### src/rtl/video_line_fetch.sv
// Line fetcher between the video timing generator and the HDMI TX: requests one
// frame-buffer line per credit and pops the pixel FIFO in step with display enable.
module video_line_fetch #(
  parameter int                H_ACT       = 1920,
  parameter int                V_ACT       = 1080,
  parameter int                DATA_W      = 16,
  parameter int                ADDR_W      = 28,
  parameter logic [ADDR_W-1:0] BASE_ADDR   = '0,
  parameter int                LINE_STRIDE = 3840,
  parameter int                PREFETCH    = 2,
  parameter logic [DATA_W-1:0] UFLOW_PIX   = 16'hF800
) (
  input  logic              clk,
  input  logic              rstn,
  input  logic              vs_in,
  input  logic              hs_in,
  input  logic              de_in,
  input  logic              de_re_in,
  output logic              rd_req,
  input  logic              rd_ack,
  output logic [ADDR_W-1:0] rd_addr,
  output logic [11:0]       rd_len,
  output logic              fifo_clr,
  output logic              fifo_rd_en,
  input  logic [DATA_W-1:0] fifo_dout,
  input  logic              fifo_empty,
  output logic              vs_o,
  output logic              hs_o,
  output logic              de_o,
  output logic [DATA_W-1:0] pix_o,
  output logic              uflow_o
);

  localparam int CNT_W    = $clog2(V_ACT + 1);
  localparam int SUM_W    = CNT_W + 1;
  localparam int PF_LINES = (PREFETCH > V_ACT) ? V_ACT : PREFETCH;

  typedef enum logic {IDLE, REQ} state_t;

  state_t              state_q, state_d;
  logic                rd_req_q, rd_req_d;
  logic [ADDR_W-1:0]   rd_addr_q, rd_addr_d;
  logic [CNT_W-1:0]    req_cnt_q, req_cnt_d;
  logic [CNT_W-1:0]    credit_q, credit_d;
  logic                fs_pend_q, fs_pend_d;
  logic                fifo_clr_q, fifo_clr_d;
  logic                uflow_q, uflow_d;
  logic                uflow_pend_q, uflow_pend_d;
  logic                vs_q, vs_d;
  logic                hs_q, hs_d;
  logic                de_q, de_d;
  logic [DATA_W-1:0]   pix_q, pix_d;
  logic                fs;
  logic                line_done;
  logic                credit_inc;

  always_comb begin
    fs         = vs_in & ~vs_q;
    line_done  = de_q & ~de_in;
    // Outstanding credit plus issued lines never exceeds the frame height.
    credit_inc = line_done &&
                 ((SUM_W'(credit_q) + SUM_W'(req_cnt_q)) < SUM_W'(V_ACT));

    state_d   = state_q;
    rd_req_d  = rd_req_q;
    rd_addr_d = rd_addr_q;
    req_cnt_d = req_cnt_q;
    fs_pend_d = fs_pend_q;
    credit_d  = credit_inc ? credit_q + 1'b1 : credit_q;

    case (state_q)
      IDLE: begin
        if (fs) begin
          credit_d  = CNT_W'(PF_LINES);
          req_cnt_d = '0;
        end else if (credit_q != '0 && req_cnt_q < CNT_W'(V_ACT)) begin
          state_d   = REQ;
          rd_req_d  = 1'b1;
          rd_addr_d = BASE_ADDR + ADDR_W'(req_cnt_q) * ADDR_W'(LINE_STRIDE);
        end
      end
      REQ: begin
        if (rd_ack) begin
          state_d  = IDLE;
          rd_req_d = 1'b0;
          // A frame start seen during the handshake restarts the frame only now.
          if (fs || fs_pend_q) begin
            credit_d  = CNT_W'(PF_LINES);
            req_cnt_d = '0;
            fs_pend_d = 1'b0;
          end else begin
            credit_d  = credit_inc ? credit_q : credit_q - 1'b1;
            req_cnt_d = req_cnt_q + 1'b1;
          end
        end else if (fs) begin
          fs_pend_d = 1'b1;
        end
      end
      default: state_d = IDLE;
    endcase

    vs_d         = vs_in;
    hs_d         = hs_in;
    de_d         = de_in;
    fifo_clr_d   = fs;
    uflow_pend_d = de_re_in & fifo_empty;
    uflow_d      = fs ? 1'b0 : uflow_q;
    if (de_re_in && fifo_empty) uflow_d = 1'b1;
    pix_d        = de_in ? (uflow_pend_q ? UFLOW_PIX : fifo_dout) : '0;
  end

  always_ff @(posedge clk) begin
    if (!rstn) begin
      state_q      <= IDLE;
      rd_req_q     <= 1'b0;
      rd_addr_q    <= BASE_ADDR;
      req_cnt_q    <= '0;
      credit_q     <= '0;
      fs_pend_q    <= 1'b0;
      fifo_clr_q   <= 1'b0;
      uflow_q      <= 1'b0;
      uflow_pend_q <= 1'b0;
      vs_q         <= 1'b0;
      hs_q         <= 1'b0;
      de_q         <= 1'b0;
      pix_q        <= '0;
    end else begin
      state_q      <= state_d;
      rd_req_q     <= rd_req_d;
      rd_addr_q    <= rd_addr_d;
      req_cnt_q    <= req_cnt_d;
      credit_q     <= credit_d;
      fs_pend_q    <= fs_pend_d;
      fifo_clr_q   <= fifo_clr_d;
      uflow_q      <= uflow_d;
      uflow_pend_q <= uflow_pend_d;
      vs_q         <= vs_d;
      hs_q         <= hs_d;
      de_q         <= de_d;
      pix_q        <= pix_d;
    end
  end

  assign rd_req     = rd_req_q;
  assign rd_addr    = rd_addr_q;
  assign rd_len     = 12'(H_ACT);
  assign fifo_clr   = fifo_clr_q;
  assign fifo_rd_en = rstn & de_re_in & ~fifo_empty;
  assign vs_o       = vs_q;
  assign hs_o       = hs_q;
  assign de_o       = de_q;
  assign pix_o      = pix_q;
  assign uflow_o    = uflow_q;

endmodule

### config.mk
export PLATFORM = sky130hd
export DESIGN_NAME = video_line_fetch
export DESIGN_NICKNAME = d
export VERILOG_FILES = /design/src/rtl/video_line_fetch.sv
export SDC_FILE = /design/constraint.sdc
export NUM_CORES = 1
export LEC_CHECK = 0
export ABC_AREA = 0
export BUFFER_PORTS_ARGS = -buffer_cell sky130_fd_sc_hd__buf_4
export CAP_MARGIN = 20
export CORE_MARGIN = 10
export CORE_UTILIZATION = 45
export DETAILED_ROUTE_END_ITERATION = 6
export HOLD_SLACK_MARGIN = 0.02
export PLACE_DENSITY = 0.77
export SYNTH_ARGS = -nofsm -noshare
export SYNTH_HDL_FRONTEND = slang
export SYNTH_SLANG_ARGS = --single-unit
### constraint.sdc
create_clock -name clk -period 10.26 [get_ports clk]
set_input_delay 0.513 -clock clk [delete_from_list [all_inputs] [get_ports clk]]
set_output_delay 0.513 -clock clk [all_outputs]
set_load 0.05 [all_outputs]
==> results of run 1 <==
==> cell usage after synthesis (3+ instances only) <==
cell type	count	area share (%)
a211oi_1	3	0.50
a21o_1	5	0.84
a21oi_1	27	3.0
a41oi_1	3	0.58
and2_1	22	3.1
and3_1	8	1.1
buf_4	28	4.7
clkbuf_1	17	1.4
dfxtp_1	62	28
fa_1	19	8.5
ha_1	44	12
inv_1	33	2.8
mux2i_1	10	2.2
nand2_1	43	3.6
nand3_1	10	1.1
nand4_1	6	0.84
nor2_1	31	2.6
nor2b_1	15	2.1
nor3_1	11	1.2
o21a_1	8	1.3
o21ai_0	14	1.6
o21ai_1	10	1.1
o21bai_1	6	1.0
o221ai_1	3	0.58
o22ai_1	7	0.97
or3_1	5	0.70
xnor2_1	12	2.3
xor2_1	7	1.4
==> how the worst max path moves through the flow <==
stage                  from           to  slack [ns]  depth (start not counted)
6_report       req_cnt_q[2]  rd_addr[22]        6.28                         14
5_1_grt        req_cnt_q[3]  rd_addr[22]        6.04                         14
4_1_cts        req_cnt_q[2]  rd_addr[22]        6.29                         14
3_5_place_dp   req_cnt_q[2]  rd_addr[22]        6.31                         14
3_3_place_gp   req_cnt_q[2]  rd_addr[22]        6.50                         14
2_1_floorplan  req_cnt_q[2]  rd_addr[22]        6.73                         14
==> registers in the layout (all words and copies together), names as in the netlist <==
signal and cells:
uflow_o 1, fs_pend_q 1, rd_addr 15, credit_q 11, fifo_clr 1, uflow_pend_q 1, rd_req 1, de_o 1
state_q 1, hs_o 1, vs_o 1, pix_o 16, req_cnt_q 11
==> metal layers <==
| metal | vias to the layer above | global-route usage [%] |
|---|---|---|
| li1 | 1827 | - |
| met1 | 1795 | 16.22 |
| met2 | 148 | 24.97 |
| met3 | 21 | 5.860 |
| met4 | 0 | 5.581 |
| met5 | - | 0 |
==> logic make-up after synthesis <==
group	after synthesis	share of synthesized area [%]
simple gates	167	19.23
compound gates	112	17.06
xor+xnor	19	3.702
buf+inv	79	8.962
flops	62	27.61
other cells	2	0.1671
mux	11	2.561
fa+ha+maj	63	20.71
==> cell type report <==
class                           count  area [sq um]
Fill cell                         883          4634
Multi-Input combinational cell    397          2938
Sequential cell                    62          1241
Timing Repair Buffer               62         465.4
Tap cell                          133         166.4
Clock buffer                        9         123.9
Inverter                           33         123.9
Clock inverter                      7         81.33
==> power by group through the flow <==
stage	Combinational (mW)	Clock [mW]	Sequential (mW)
after global routing	0.149	0.243	0.261
after global placement	0.134	0	0.265
after detailed placement	0.136	0	0.265
final	0.138	0.229	0.260
after CTS	0.137	0.234	0.260
after floorplan	0.0947	0	0.281
==> stage by stage <==
step	worst slack, ns	std cells	utilization, %	hold slack (ns)	total power [mW]
3_5_place_dp	6.311	687	50.49	0.4510	0.4016
2_1_floorplan	6.732	538	-	0.4683	0.3760
4_1_cts	6.289	703	52.59	0.3384	0.6300
3_3_place_gp	6.500	687	50.49	0.4436	0.3987
6_report	6.279	703	52.59	0.3515	0.6265
5_1_grt	6.045	703	52.59	0.3472	0.6534
==> impl_metrics.env, run 1 <==
export IMPL_path_class="reg -> reg"
export IMPL_grt_max_degree=48
export IMPL_grt_antenna_before_repair=0
export IMPL_gr_total_overflow=0
export IMPL_power_frac_seq_pct=41.5
export IMPL_cts_htree_levels=3
export IMPL_area_growth_pct=14.33
export IMPL_r2r_cells=14
export IMPL_switching_share_pct=34.83
export IMPL_hold_viol_final=0
export IMPL_ys_async_sr_fraction_pct=0
export IMPL_combPwrFrac_pct=22.0
export IMPL_reg2reg_setup_slack_ns=6.28
export IMPL_status="finished clean"
export IMPL_syn_area_per_cell_sq_um=8.729
export IMPL_yosys_warnings=0
export IMPL_final_cell_mix="dfxtp_1 (62), buf_4 (62), ha_1 (44)"
export IMPL_reg2reg_to="rd_addr[22]"
export IMPL_ant_nets=0
export IMPL_finalCritPeriodShare_pct=38.80
export IMPL_dieArea_sq_um=14390
export IMPL_synth_cell_type_count=66
export IMPL_met3_length_um=986
export IMPL_yosys_most_used_dff="dfxtp_1"
export IMPL_place_area_sq_um=4935
export IMPL_io_pins=87
export IMPL_cts_root_buf="clkbuf_8"
export IMPL_fin_worst_skew_ns=0.01175
export IMPL_ys_ff_latch=62
export IMPL_p_int_mw=0.4083
export IMPL_fin_area_sq_um=5140
export IMPL_vias=3791
export IMPL_crit_family="compound AO/OA/AOI/OAI gates"
export IMPL_power_density_nw_per_um2=121.9
export IMPL_grt_pass1_wl_um=17960
export IMPL_p_switching_mw=0.2182
export IMPL_die_y_um=120.0
export IMPL_core_area_sq_um=9774
export IMPL_cpPeakStageDelay_ns=0.51
export IMPL_drv_slew=0
export IMPL_gp_congestion=0.8840
export IMPL_max_cap_viol_count=0
export IMPL_wl_um=10580
export IMPL_clk_latency_ns=0.36
export IMPL_path_buf_inv=2
export IMPL_drt_iter0_markers=198
export IMPL_clockBufferDepth=2
export IMPL_worst_pin_slew_ns=1.116
export IMPL_hold_buffers=0
export IMPL_ys_seq_area_share_pct=27.61
export IMPL_power_leakage_nw=2.474
export IMPL_routed_via_density=5.393
export IMPL_worst_setup_path_start_kind="flop"
export IMPL_cp_max_fo=8
export IMPL_start_util_pct=45.99
export IMPL_setup_viol=0
export IMPL_fmax_ghz=0.2512
export IMPL_min_path_cells=2
export IMPL_crit_path_end_kind="flop"
export IMPL_synth_edf_count=0
export IMPL_holdPathEnd="pix_o[1]"
export IMPL_wl_met2_um=5105
export IMPL_cp_required_ns=10.45
export IMPL_grt_usage_pct=14.71
export IMPL_crit_chain="inv_1, fa_1, fa_1, inv_1, ha_1, a21o_1, a21oi_1, o21bai_1, a21oi_1, o21bai_1, a41o_1, o41a_1, nand4b_1, o221ai_1"
export IMPL_port_buffer_count=61
export IMPL_arrival_ns=4.17
export IMPL_min_from="fifo_dout[1]"
export IMPL_peakVddDrop_uv=93.79
export IMPL_die_x_um=120.0
export IMPL_cts_sinks=62
export IMPL_rows=36
export IMPL_tns_ns=0
export IMPL_ctsResizeCount=0
export IMPL_netlist_area_sq_um=4496
export IMPL_antennaDiodeCount=0
export IMPL_nets=652
export IMPL_hold_class="in -> reg"
export IMPL_syn_inst=515
export IMPL_r2r_start="req_cnt_q[2]"
export IMPL_clk_pin_slew_worst_paths_ns=0.08
export IMPL_layout_drive_gt1_share_pct=15.26
export IMPL_drc=0
export IMPL_cts_made_buffers=9
export IMPL_topRoutingLayerUsed="met4"
export IMPL_slowest_stage="dfxtp_1"
export IMPL_first_pass_iters=5
export IMPL_wl_met1_um=4333
export IMPL_clkPwrFrac_pct=36.5
export IMPL_relSlewSlack_pct=25.08
export IMPL_cts_tree="built"
export IMPL_period_needed_ns=3.981
export IMPL_rsz0062_at_grt="no"
export IMPL_wl_per_cell_um=15.05
export IMPL_grt_pass1_vias=3945
export IMPL_hpwl_um=7902
export IMPL_cts_setup_buffers=0
Power figures use the tool's default switching activity.
==> run 2, diff against run 1 <==
PLACE_DENSITY = 0.8   (was 0.77)
clock period = 3.62 ns   (was 10.26 ns; I/O delays follow)
==> run 2 against run 1 <==
Against the previous run:
- critical path type unchanged
- worst setup slack worse by 6.1 ns
- clock skew is 0.0014 ns lower
- global-route usage hardly changed
- cell count is 2.8% higher
==> impl_metrics.env, run 2 (synthesis gave the netlist of run 1 again) <==
export IMPL_grt_antenna_before_repair=0
export IMPL_grt_usage_pct=14.75
export IMPL_final_cell_mix="buf_4 (82), dfxtp_1 (60), nand2_1 (43), ha_1 (43), inv_1 (33)"
export IMPL_place_area_sq_um=5070
export IMPL_drt_iter0_markers=345
export IMPL_dieArea_sq_um=14390
export IMPL_worst_setup_path_start_kind="flop"
export IMPL_nets=672
export IMPL_clk_pin_slew_worst_paths_ns=0.08
export IMPL_power_density_nw_per_um2=332.6
export IMPL_ant_nets=0
export IMPL_rows=36
export IMPL_cts_sinks=62
export IMPL_hpwl_um=8251
export IMPL_port_buffer_count=61
export IMPL_period_needed_ns=3.392
export IMPL_core_area_sq_um=9774
export IMPL_setup_viol=0
export IMPL_hold_viol_final=0
export IMPL_max_cap_viol_count=0
export IMPL_finalCritPeriodShare_pct=93.70
export IMPL_io_pins=87
export IMPL_peakVddDrop_uv=237.9
export IMPL_routed_via_density=5.378
export IMPL_wl_met2_um=4901
export IMPL_layout_commonest_cell="buf_4"
export IMPL_layout_drive_gt1_share_pct=18.98
export IMPL_crit_path_end_kind="flop"
export IMPL_cts_htree_levels=3
export IMPL_drc=0
export IMPL_arrival_ns=3.62
export IMPL_antennaDiodeCount=0
export IMPL_drv_slew=0
export IMPL_start_util_pct=45.99
export IMPL_area_growth_pct=18.09
export IMPL_largest_reg_flops=16
export IMPL_fin_area_sq_um=5309
export IMPL_timing_final_ws_setup_ns=0.2280
export IMPL_hold_class="in -> reg"
export IMPL_met3_length_um=1278
export IMPL_wl_met1_um=4435
export IMPL_dpl_worst_slack_ns=-0.03061
export IMPL_first_pass_iters=5
export IMPL_clockBufferDepth=2
export IMPL_die_y_um=120.0
export IMPL_grt_pass1_vias=3961
export IMPL_wl_um=10830
export IMPL_grt_max_degree=48
export IMPL_rsz0062_at_grt="no"
export IMPL_cp_max_fo=11
export IMPL_power_leakage_nw=2.579
export IMPL_wl_per_cell_um=14.98
export IMPL_topRoutingLayerUsed="met4"
export IMPL_worst_pin_slew_ns=0.6635
export IMPL_fin_worst_skew_ns=0.01035
export IMPL_cts_root_buf="clkbuf_8"
export IMPL_vias=3888
export IMPL_cp_required_ns=3.85
export IMPL_die_x_um=120.0
export IMPL_fmax_ghz=0.2948
export IMPL_status="finished clean"
export IMPL_grt_pass1_wl_um=17930
export IMPL_relSlewSlack_pct=55.77
export IMPL_gr_total_overflow=0
export IMPL_cts_made_buffers=9
export IMPL_gp_congestion=0.8649
export IMPL_clk_latency_ns=0.34
export IMPL_cts_tree="built"
export IMPL_path_class="reg -> reg"
==> run 2: cell count changes in the layout (fill, tap and decap cells not counted), sizes merged <==
cell / delta
inv: -3
clkinv: +2
clkbuf: +1
buf: +20
==> run 2: layer usage <==
layer	vias up	global-route usage [%]
li1	1874	-
met1	1797	16.80
met2	185	24.04
met3	32	7.032
met4	0	4.449
met5	-	0
==> run 2: final cells by class <==
class                      count  area (sq um)
clock buffer                  10         137.6
tap                          133         166.4
inverter                      33         123.9
fill                         854          4466
timing repair buffer          82         615.6
multi-input combinational    397          2958
sequential                    62          1246
clock inverter                 6         61.31
==> run 2: path summary, 6_finish.rpt <==
path / slack (ns) / start / to / cells past startpoint
min: 0.03 / fifo_dout[10] / pix_o[10] / 2
min reg2reg: 0.47 / rd_addr[19] / rd_addr[19] / 2
max reg2reg: 0.23 / req_cnt_q[2] / credit_q[4] / 12
max: 0.23 / req_cnt_q[2] / credit_q[4] / 12
==> run 2: what timing repair did <==
action,CTS,global route
gates resized for setup,2,4
hold buffers,0,0
pin swaps,0,3
endpoints found under the setup margin,1,2
setup buffers,0,2
==> run 2: metrics by stage <==
stage / instances / util, % / setup TNS (ns) / total power, mW / hold slack, ns
2_1_floorplan: 538 / - / 0 / 1.066 / 0.2968
3_3_place_gp: 705 / 51.87 / 0 / 1.141 / 0.3824
3_5_place_dp: 705 / 51.87 / -0.03061 / 1.152 / 0.3848
4_1_cts: 721 / 53.98 / 0 / 1.772 / 0.02774
5_1_grt: 723 / 54.31 / 0 / 1.839 / 0.02661
6_report: 723 / 54.31 / 0 / 1.766 / 0.03454
==> run 2: critical path, cell delays in order (launching register included) <==
cell,delay (ns)
dfxtp_4,0.36
buf_4,0.15
ha_1,0.31
a21oi_1,0.25
a21oi_1,0.13
or3_1,0.37
mux2_4,0.32
o31ai_1,0.21
and4_1,0.31
buf_4,0.22
nor2_1,0.12
a21o_1,0.20
a211oi_1,0.31
==> run 2: power by group <==
part / internal [mW] / total [mW] / leakage [nW] / switching, mW
Combinational: 0.131 / 0.412 / 1.97 / 0.281
Clock: 0.334 / 0.624 / 0.102 / 0.290
Sequential: 0.707 / 0.729 / 0.506 / 0.0220
